`src/rtl/maze_grid_ctrl.sv`:
```
// Maze cell value store: a single-port ROWS x COLS grid of 2-bit codes. The VGA read
// path uses the port during active video; queued cell updates and the clear sweep use it during blanking.
module maze_grid_ctrl #(
    parameter int COLS       = 16,
    parameter int ROWS       = 15,
    parameter int FIFO_DEPTH = 4
) (
    input  logic       CLOCK,
    input  logic       RESET,
    input  logic [9:0] PIXEL_X,
    input  logic [9:0] PIXEL_Y,
    input  logic       CLEAR,
    input  logic       WR_VALID,
    output logic       WR_READY,
    input  logic [3:0] WR_ROW,
    input  logic [3:0] WR_COL,
    input  logic [1:0] WR_VALUE,
    output logic [1:0] VALUE_OUT,
    output logic [9:0] X_OUT,
    output logic [9:0] Y_OUT,
    output logic       BUSY,
    output logic       WR_DROP
);
    localparam int CELLS = ROWS * COLS;
    localparam int IDX_W = $clog2(CELLS);
    localparam int PTR_W = $clog2(FIFO_DEPTH);
    localparam int CNT_W = PTR_W + 1;
    localparam logic [IDX_W-1:0] LAST_IDX = IDX_W'(CELLS - 1);

    typedef enum logic {ST_CLEAR, ST_RUN} state_t;

    typedef struct packed {
        logic [3:0] row;
        logic [3:0] col;
        logic [1:0] value;
    } upd_t;

    state_t           state;
    logic [IDX_W-1:0] clr_idx;
    upd_t             fifo [FIFO_DEPTH];
    logic [PTR_W-1:0] rd_ptr, wr_ptr;
    logic [CNT_W-1:0] count;
    logic [1:0]       mem [CELLS];

    logic             active, blank;
    logic [4:0]       pix_row;
    logic [3:0]       pix_col;
    logic             rd_en;
    logic [IDX_W-1:0] rd_idx;
    upd_t             head;
    logic             head_ok, full, empty, push, pop, clr_wr;
    logic             mem_we;
    logic [IDX_W-1:0] mem_waddr;
    logic [1:0]       mem_wdata;

    assign active  = (PIXEL_X < 10'd640) && (PIXEL_Y < 10'd480);
    assign blank   = !active;
    assign pix_row = PIXEL_Y[9:5];
    assign pix_col = PIXEL_X[8:5];
    assign rd_en   = active && !PIXEL_X[9] && (int'(pix_row) < ROWS) && (state == ST_RUN);
    assign rd_idx  = IDX_W'(int'(pix_row) * COLS + int'(pix_col));

    assign head    = fifo[rd_ptr];
    assign head_ok = (int'(head.row) < ROWS) && (int'(head.col) < COLS);
    assign full    = (count == CNT_W'(FIFO_DEPTH));
    assign empty   = (count == '0);

    assign WR_READY = (state == ST_RUN) && !full;
    assign BUSY     = (state == ST_CLEAR);

    // A CLEAR in the same cycle flushes the queue, so a coincident handshake is simply lost.
    assign push    = WR_VALID && WR_READY && !CLEAR && !RESET;
    assign pop     = (state == ST_RUN) && !RESET && !CLEAR && blank && !empty;
    assign WR_DROP = pop && !head_ok;
    assign clr_wr  = (state == ST_CLEAR) && !RESET && !CLEAR && blank;

    // Writes only happen in blanking and reads only matter in active video, so the port never collides.
    always_comb begin
        mem_we    = clr_wr || (pop && head_ok);
        mem_waddr = IDX_W'(int'(head.row) * COLS + int'(head.col));
        mem_wdata = head.value;
        if (clr_wr) begin
            mem_waddr = clr_idx;
            mem_wdata = 2'b00;
        end
    end

    always_ff @(posedge CLOCK) begin
        if (mem_we)
            mem[mem_waddr] <= mem_wdata;
    end

    always_ff @(posedge CLOCK) begin
        if (push)
            fifo[wr_ptr] <= '{row: WR_ROW, col: WR_COL, value: WR_VALUE};
    end

    always_ff @(posedge CLOCK) begin
        if (RESET) begin
            state     <= ST_CLEAR;
            clr_idx   <= '0;
            rd_ptr    <= '0;
            wr_ptr    <= '0;
            count     <= '0;
            VALUE_OUT <= 2'b00;
            X_OUT     <= '0;
            Y_OUT     <= '0;
        end else begin
            VALUE_OUT <= rd_en ? mem[rd_idx] : 2'b00;
            X_OUT     <= PIXEL_X;
            Y_OUT     <= PIXEL_Y;
            case (state)
                ST_CLEAR: begin
                    if (CLEAR) begin
                        clr_idx <= '0;
                    end else if (blank) begin
                        if (clr_idx == LAST_IDX) begin
                            state   <= ST_RUN;
                            clr_idx <= '0;
                        end else begin
                            clr_idx <= clr_idx + 1'b1;
                        end
                    end
                end
                ST_RUN: begin
                    if (CLEAR) begin
                        state   <= ST_CLEAR;
                        clr_idx <= '0;
                        rd_ptr  <= '0;
                        wr_ptr  <= '0;
                        count   <= '0;
                    end else begin
                        if (push) wr_ptr <= wr_ptr + 1'b1;
                        if (pop)  rd_ptr <= rd_ptr + 1'b1;
                        count <= count + CNT_W'(push) - CNT_W'(pop);
                    end
                end
                default: state <= ST_CLEAR;
            endcase
        end
    end
endmodule

```
`config.mk`:
```
export PLATFORM = sky130hd
export DESIGN_NAME = maze_grid_ctrl
export DESIGN_NICKNAME = d
export VERILOG_FILES = /design/src/rtl/maze_grid_ctrl.sv
export SDC_FILE = /design/constraint.sdc
export NUM_CORES = 1
export LEC_CHECK = 0
export ABC_CLOCK_PERIOD_IN_PS = 8800
export CAP_MARGIN = 20
export CORE_MARGIN = 2
export CORE_UTILIZATION = 56
export CTS_CLUSTER_DIAMETER = 80
export DETAILED_ROUTE_END_ITERATION = 8
export GPL_ROUTABILITY_DRIVEN = 0
export PLACE_DENSITY = 0.72
export SYNTH_ARGS = -nofsm -noshare
export SYNTH_HDL_FRONTEND = slang
export SYNTH_SLANG_ARGS = --single-unit
```
`constraint.sdc`:
```
create_clock -name CLOCK -period 8.8 [get_ports CLOCK]
set_input_delay 1.32 -clock CLOCK [delete_from_list [all_inputs] [get_ports CLOCK]]
set_output_delay 1.32 -clock CLOCK [all_outputs]
set_load 0.01 [all_outputs]
```
==> results of run 1 <==
routing by layer:
layer,vias up,track usage
met5,-,0
met4,0,0.0942
met3,123,0.0491
met2,599,0.421
met1,6531,0.350
li1,5534,-
cells by family (layout without fill, tap and decap cells):
kind of cell / Yosys count / after routing
xor gates and xnor gates: 7 / 7
DFF: 560 / 560
buffers and inverters: 99 / 192
muxes: 192 / 192
and+or+nand+nor: 423 / 423
adders and majority gates: 8 / 8
AOI/OAI and AO/OA: 116 / 116
sequential cells by signal, indices dropped and copies added, names as in the netlist, named ones only:
signal and count:
wr_ptr 2, mem 480, clr_idx 8, fifo 40
rd_ptr 2, state 1, Y_OUT 10, X_OUT 10
count 3, VALUE_OUT 2
final cells by class:
class / instances / share of cell area
sequential: 560 / 0.637
multi-input combinational: 746 / 0.238
clock buffer: 61 / 0.0543
timing repair buffer: 76 / 0.0290
tap: 532 / 0.0258
clock inverter: 42 / 0.0133
inverter: 13 / 0.00189
metrics by stage:
step	std cells	hold WS (ps)
after floorplan	1405	441
after global placement	1925	460
after detailed placement	1926	466
after CTS	2029	486
after global routing	2030	496
final	2030	484
worst paths after layout:
kind                                  from          end  slack [ps]  depth (start not counted)
worst min register to register   rd_ptr[1]         flop         480                          1
worst max-delay path            PIXEL_Y[6]      WR_DROP        3490                          6
worst min-delay path             rd_ptr[1]         flop         480                          1
worst max register to register        flop  mem[198][0]        5060                          5
cell usage in the layout, fill, tap and decap left out, types with 23 or more instances in the layout:
cell | netlist | layout
dfxtp_1 | 40 | 40
nor2_1 | 267 | 267
clkbuf_16 | 0 | 55
clkdlybuf4s50_1 | 0 | 54
o221ai_1 | 24 | 24
mux2i_1 | 85 | 85
edfxtp_1 | 520 | 520
a21oi_1 | 27 | 27
nand2_1 | 43 | 43
mux4_2 | 87 | 87
nor2b_1 | 25 | 23
power groups by stage:
stage                     clock network, W  registers (W)  logic [W]
after floorplan                          0        0.00296   0.000148
after global placement                   0        0.00295   0.000235
after detailed placement                 0        0.00295   0.000238
after CTS                          0.00230        0.00290   0.000239
after global routing               0.00240        0.00290   0.000253
final                              0.00228        0.00290   0.000239
==> out/metrics.yaml, run 1 <==
status:
  outcome: "finished clean"
finish:
  area.growth.synth_to_final_pct: 11.6
  fill_cells: 2864
  fin_area_mm2: 0.0258
  antenna_cells: 0
  multi_input_area_mm2: 0.00614
  nets: 1494
  seq_area_mm2: 0.0164
  final_util: 0.632
  drive_above_1_share: 0.148
hold_path:
  hp-class: "flop to flop"
logic_synthesis:
  synth_cell_types: 63
  synth_area_per_cell_um2: 16.4
  synthTopCellsByCount: "520 x edfxtp_1, 267 x nor2_1, 87 x mux4_2, 85 x mux2i_1, 43 x nand2_1"
  ys_warn_count: 0
  synth.area.top_cells: "edfxtp_1 68%, mux4_2 8.5%, nor2_1 4.3%"
  muxShareOfSynthArea: 0.138
  ys_seq_area_frac: 0.712
  synth_area_leader_cell: "edfxtp_1"
  syn_inst: 1405
  synth_ff_type: "edfxtp_1"
  synth_fa_ha_area_frac: 0.00466
  synth-seq-cells: 560
  synth_edf_count: 520
  async_flop_share: 0
  synth_nets: 1447
  yosys.area_share.simple: 0.0822
  synthesis.area_mm2: 0.0231
  synthXorXnorAreaFrac: 0.00266
  synthDominantCellAreaShare: 0.677
  synth_top_family_by_area: "multiplexers"
  synth_compound_area_frac: 0.0379
  synth_most_common_cell: "edfxtp_1"
power_and_ir_drop:
  swShare: 0.210
  p_int_w: 0.00428
  p_total_w: 0.00542
  ir_drop_mv: 0.176
  p_comb_frac: 0.044
  power.switching_w: 0.00114
  powerDensity_mw_per_mm2: 210
  clock_power_share: 0.421
  leakagePower_nw: 8.11
  seq_power_share: 0.535
routing:
  drt_wl_total_um: 54300
  wl_met1_um: 20900
  via_count: 12800
  wire_per_inst_um: 26.7
  route.met3.wl_um: 4700
  antenna_left: 0
  maxUsedRoutingLayer: "met4"
  viasPerCell: 6.30
  dr.pass1.iters: 7
  drt_iter0_markers: 1476
  drcViolationCount: 0
  wl_met2_um: 26800
timing:
  setup_tns_ps: 0
  skew_ps: 11.4
  fmax_mhz: 188
  slew_headroom: 0.200
  rsz0062_at_grt: "false"
  fin_ws_ps: 3490
  slew_violations: 0
  fin_crit_ps: 5310
  tightest_slew_ps: 1200
  setup_viol: 0
  hold_violations: 0
  period_share: 0.604
clock_network:
  htree_levels: 2
  cts_tree: "built"
  clock_tree.buffer_depth: 3
  postCtsHoldBufs: 0
  cts_root_buf: "clkbuf_16"
  numCtsBuffers: 55
  clkTransAtPathRegs_ps: 60
  cts_resized: 0
  post_cts_buffers: 0
  cts.sinks: 560
  insertion_delay_ps: 600
placement:
  post-place-ws_ps: 3160
  place_area_mm2: 0.0240
  place.port_buffers: 58
  post-dp-hpwl_um: 31700
floorplan:
  die_area_mm2: 0.0428
  row_count: 74
  die_height_um: 207
  io_pins: 59
  core_mm2: 0.0407
  fp.dieW_um: 207
  initial_core_util: 0.566
grt:
  grt_pass1_vias: 13000
  grt_pass1_wl_um: 79900
  antenna_found_initial: 0
  overflow: 0
  grt_max_degree: 241
  grt_use_total: 0.258
critical_path:
  cp-start-kind: "input port"
  slowest_delay_ps: 790
  cp_top_family: "buffers and inverters"
  critical_path.slowest_cell: "clkdlybuf4s50_1"
  crit_chain: "clkdlybuf4s50_1 > a41oi_2 > a2111oi_4 > inv_1 > nor2_1 > clkdlybuf4s50_1"
  worstPathMaxFanout: 13
  critical_path_class: "input port to output pin"
  cp-end-kind: "output pin"
  arrival_ps: 3990
  worst-path-buf-inv: 3
  crit_required_ps: 7480
  cp_common_cell: "clkdlybuf4s50_1"
flow_run:
  drv_cap: 0
Power figures use the tool's default switching activity.
==> run 2, diff against run 1 <==
- ABC_CLOCK_PERIOD_IN_PS: 8800 -> 5400
- CORE_UTILIZATION: 56 -> 62
- PLACE_DENSITY: 0.72 -> 0.76
- clock period: 8.8 -> 5.4 ns (I/O delays scaled with it)
==> run 2 against run 1 <==
Against the previous run:
- sequential power is 63% higher
- largest power group unchanged
- clock power is 64% higher
- global-route usage is 3.3 points higher
- cell area is 0.21% higher
- setup slack worse by 2300 ps
- wire length is 1.3% higher
- hold slack better by 24 ps
- sequential share of layout area is 0.14 points lower
- first-iteration DRC count is 0.14% higher
==> out/metrics.yaml, run 2 (same netlist as run 1, synthesis figures left out) <==
power_and_ir_drop:
  ir_drop_mv: 0.312  # +77%
  powerDensity_mw_per_mm2: 343  # +63%
  p_total_w: 0.00885  # +63%
  leakagePower_nw: 8.20  # +1.1%
routing:
  via_count: 12900  # +1.0%
  antenna_left: 0  # unchanged
  drt_wl_total_um: 55000  # +1.3%
  viasPerCell: 6.53  # +3.7%
  drcViolationCount: 0  # unchanged
  wire_per_inst_um: 27.8  # +4.0%
  dr.pass1.iters: 5  # -2
  drt_iter0_markers: 1478  # +0.14%
critical_path:
  arrival_ps: 3390  # -600 ps
  cp_top_family: "buffers and inverters"
  slowest_delay_ps: 690  # -100 ps
  cp-start-kind: "input port"
  cp-end-kind: "output pin"
  cp_common_cell: "clkdlybuf4s50_1"
  crit_required_ps: 4590  # -2890 ps
  worst-path-buf-inv: 4  # +1
  critical_path.slowest_cell: "a2111oi_4"
  crit_chain: "clkdlybuf4s50_1 > buf_4 > a41oi_2 > a2111oi_4 > inv_1 > nor2_1 > clkdlybuf4s50_1"
  critical_path_class: "input port to output pin"
  worstPathMaxFanout: 13  # unchanged
timing:
  slew_violations: 0  # unchanged
  period_share: 0.777
  fin_ws_ps: 1200  # -2290 ps
  tightest_slew_ps: 1170  # -30.9 ps
  fin_crit_ps: 4200
  skew_ps: 21.7  # +10.4 ps
  setup_viol: 0  # unchanged
  holdWs_ps: 508  # +24.2 ps
  fmax_mhz: 238
  hold_violations: 0  # unchanged
  slew_headroom: 0.221  # +0.0206
  rsz0062_at_grt: "false"
finish:
  largest_reg_flops: 480  # unchanged
  drive_above_1_share: 0.157  # +0.00876
  fill_cells: 2297  # -20%
  area.growth.synth_to_final_pct: 11.9
  largest-register: "mem"
  nets: 1509  # +1.0%
  fin_area_mm2: 0.0258  # +0.21%
  final_cell_mix: "520 x edfxtp_1, 267 x nor2_1, 87 x mux4_2"
  antenna_cells: 0  # unchanged
  reg_top3: "mem (480), fifo (40)"
  final_common_cell: "edfxtp_1"
grt:
  grt_pass1_wl_um: 81200  # +1.6%
  grt_max_degree: 241  # unchanged
  antenna_found_initial: 0  # unchanged
  grt_use_total: 0.292  # +0.0334
  overflow: 0  # unchanged
  grt_pass1_vias: 13100  # +1.1%
floorplan:
  row_count: 70  # -5.4%
  die_area_mm2: 0.0388  # -9.5%
  initial_core_util: 0.630  # +0.0639
  die_height_um: 197  # -4.9%
  fp.dieW_um: 197  # -4.9%
  io_pins: 59  # unchanged
  core_mm2: 0.0366  # -10%
clock_network:
  cts_resized: 0  # unchanged
  post_cts_buffers: 0  # unchanged
  cts_tree: "built"
  cts.sinks: 560  # unchanged
  numCtsBuffers: 54  # -1.8%
  clock_tree.buffer_depth: 3  # unchanged
  cts_root_buf: "clkbuf_16"
  insertion_delay_ps: 600  # about the same
  clkTransAtPathRegs_ps: 60  # about the same
  htree_levels: 2  # unchanged
  postCtsHoldBufs: 0  # unchanged
placement:
  post-place-ws_ps: 864  # -2290 ps
  place.port_buffers: 58  # unchanged
  place_area_mm2: 0.0241  # +0.29%
  post-dp-hpwl_um: 33500  # +5.7%
status:
  outcome: "finished clean"
hold_path:
  hp-class: "flop to flop"
flow_run:
  drv_cap: 0  # unchanged
run 2: final cells by class:
cell class	instances	area [um2]	area share
Timing Repair Buffer	92	882	0.0342
Inverter	13	48.8	0.00189
Tap cell	468	586	0.0227
Clock inverter	28	264	0.0102
Multi-Input combinational cell	746	6140	0.238
Clock buffer	71	1480	0.0572
Sequential cell	560	16400	0.636
run 2: layer usage:
metal	wire length, um	share of wire	GRT usage
met3	5420	0.099	0.0722
met4	2570	0.047	0.138
met1	20400	0.37	0.385
met2	26600	0.48	0.463
met5	0	0	0
run 2: through the flow:
stage	util	cells	TNS (ps)
after floorplan	-	1405	-214430
after global placement	0.658	1879	0
after detailed placement	0.658	1879	0
after CTS	0.705	1978	0
after global routing	0.705	1978	0
final	0.705	1978	0
run 2: final timing paths:
check / startpoint / end / slack [ps] / cells past startpoint
max reg2reg: flop / mem[66][0] / 1820 / 5
max: PIXEL_Y[6] / WR_DROP / 1200 / 7
min reg2reg: rd_ptr[1] / flop / 510 / 1
min: rd_ptr[1] / flop / 510 / 1
run 2: power by group:
part | switching [W] | internal [W]
Clock | 0.00157 | 0.00216
Combinational | 0.000239 | 0.000162
Sequential | 0.00000413 | 0.00471
Total | 0.00181 | 0.00703
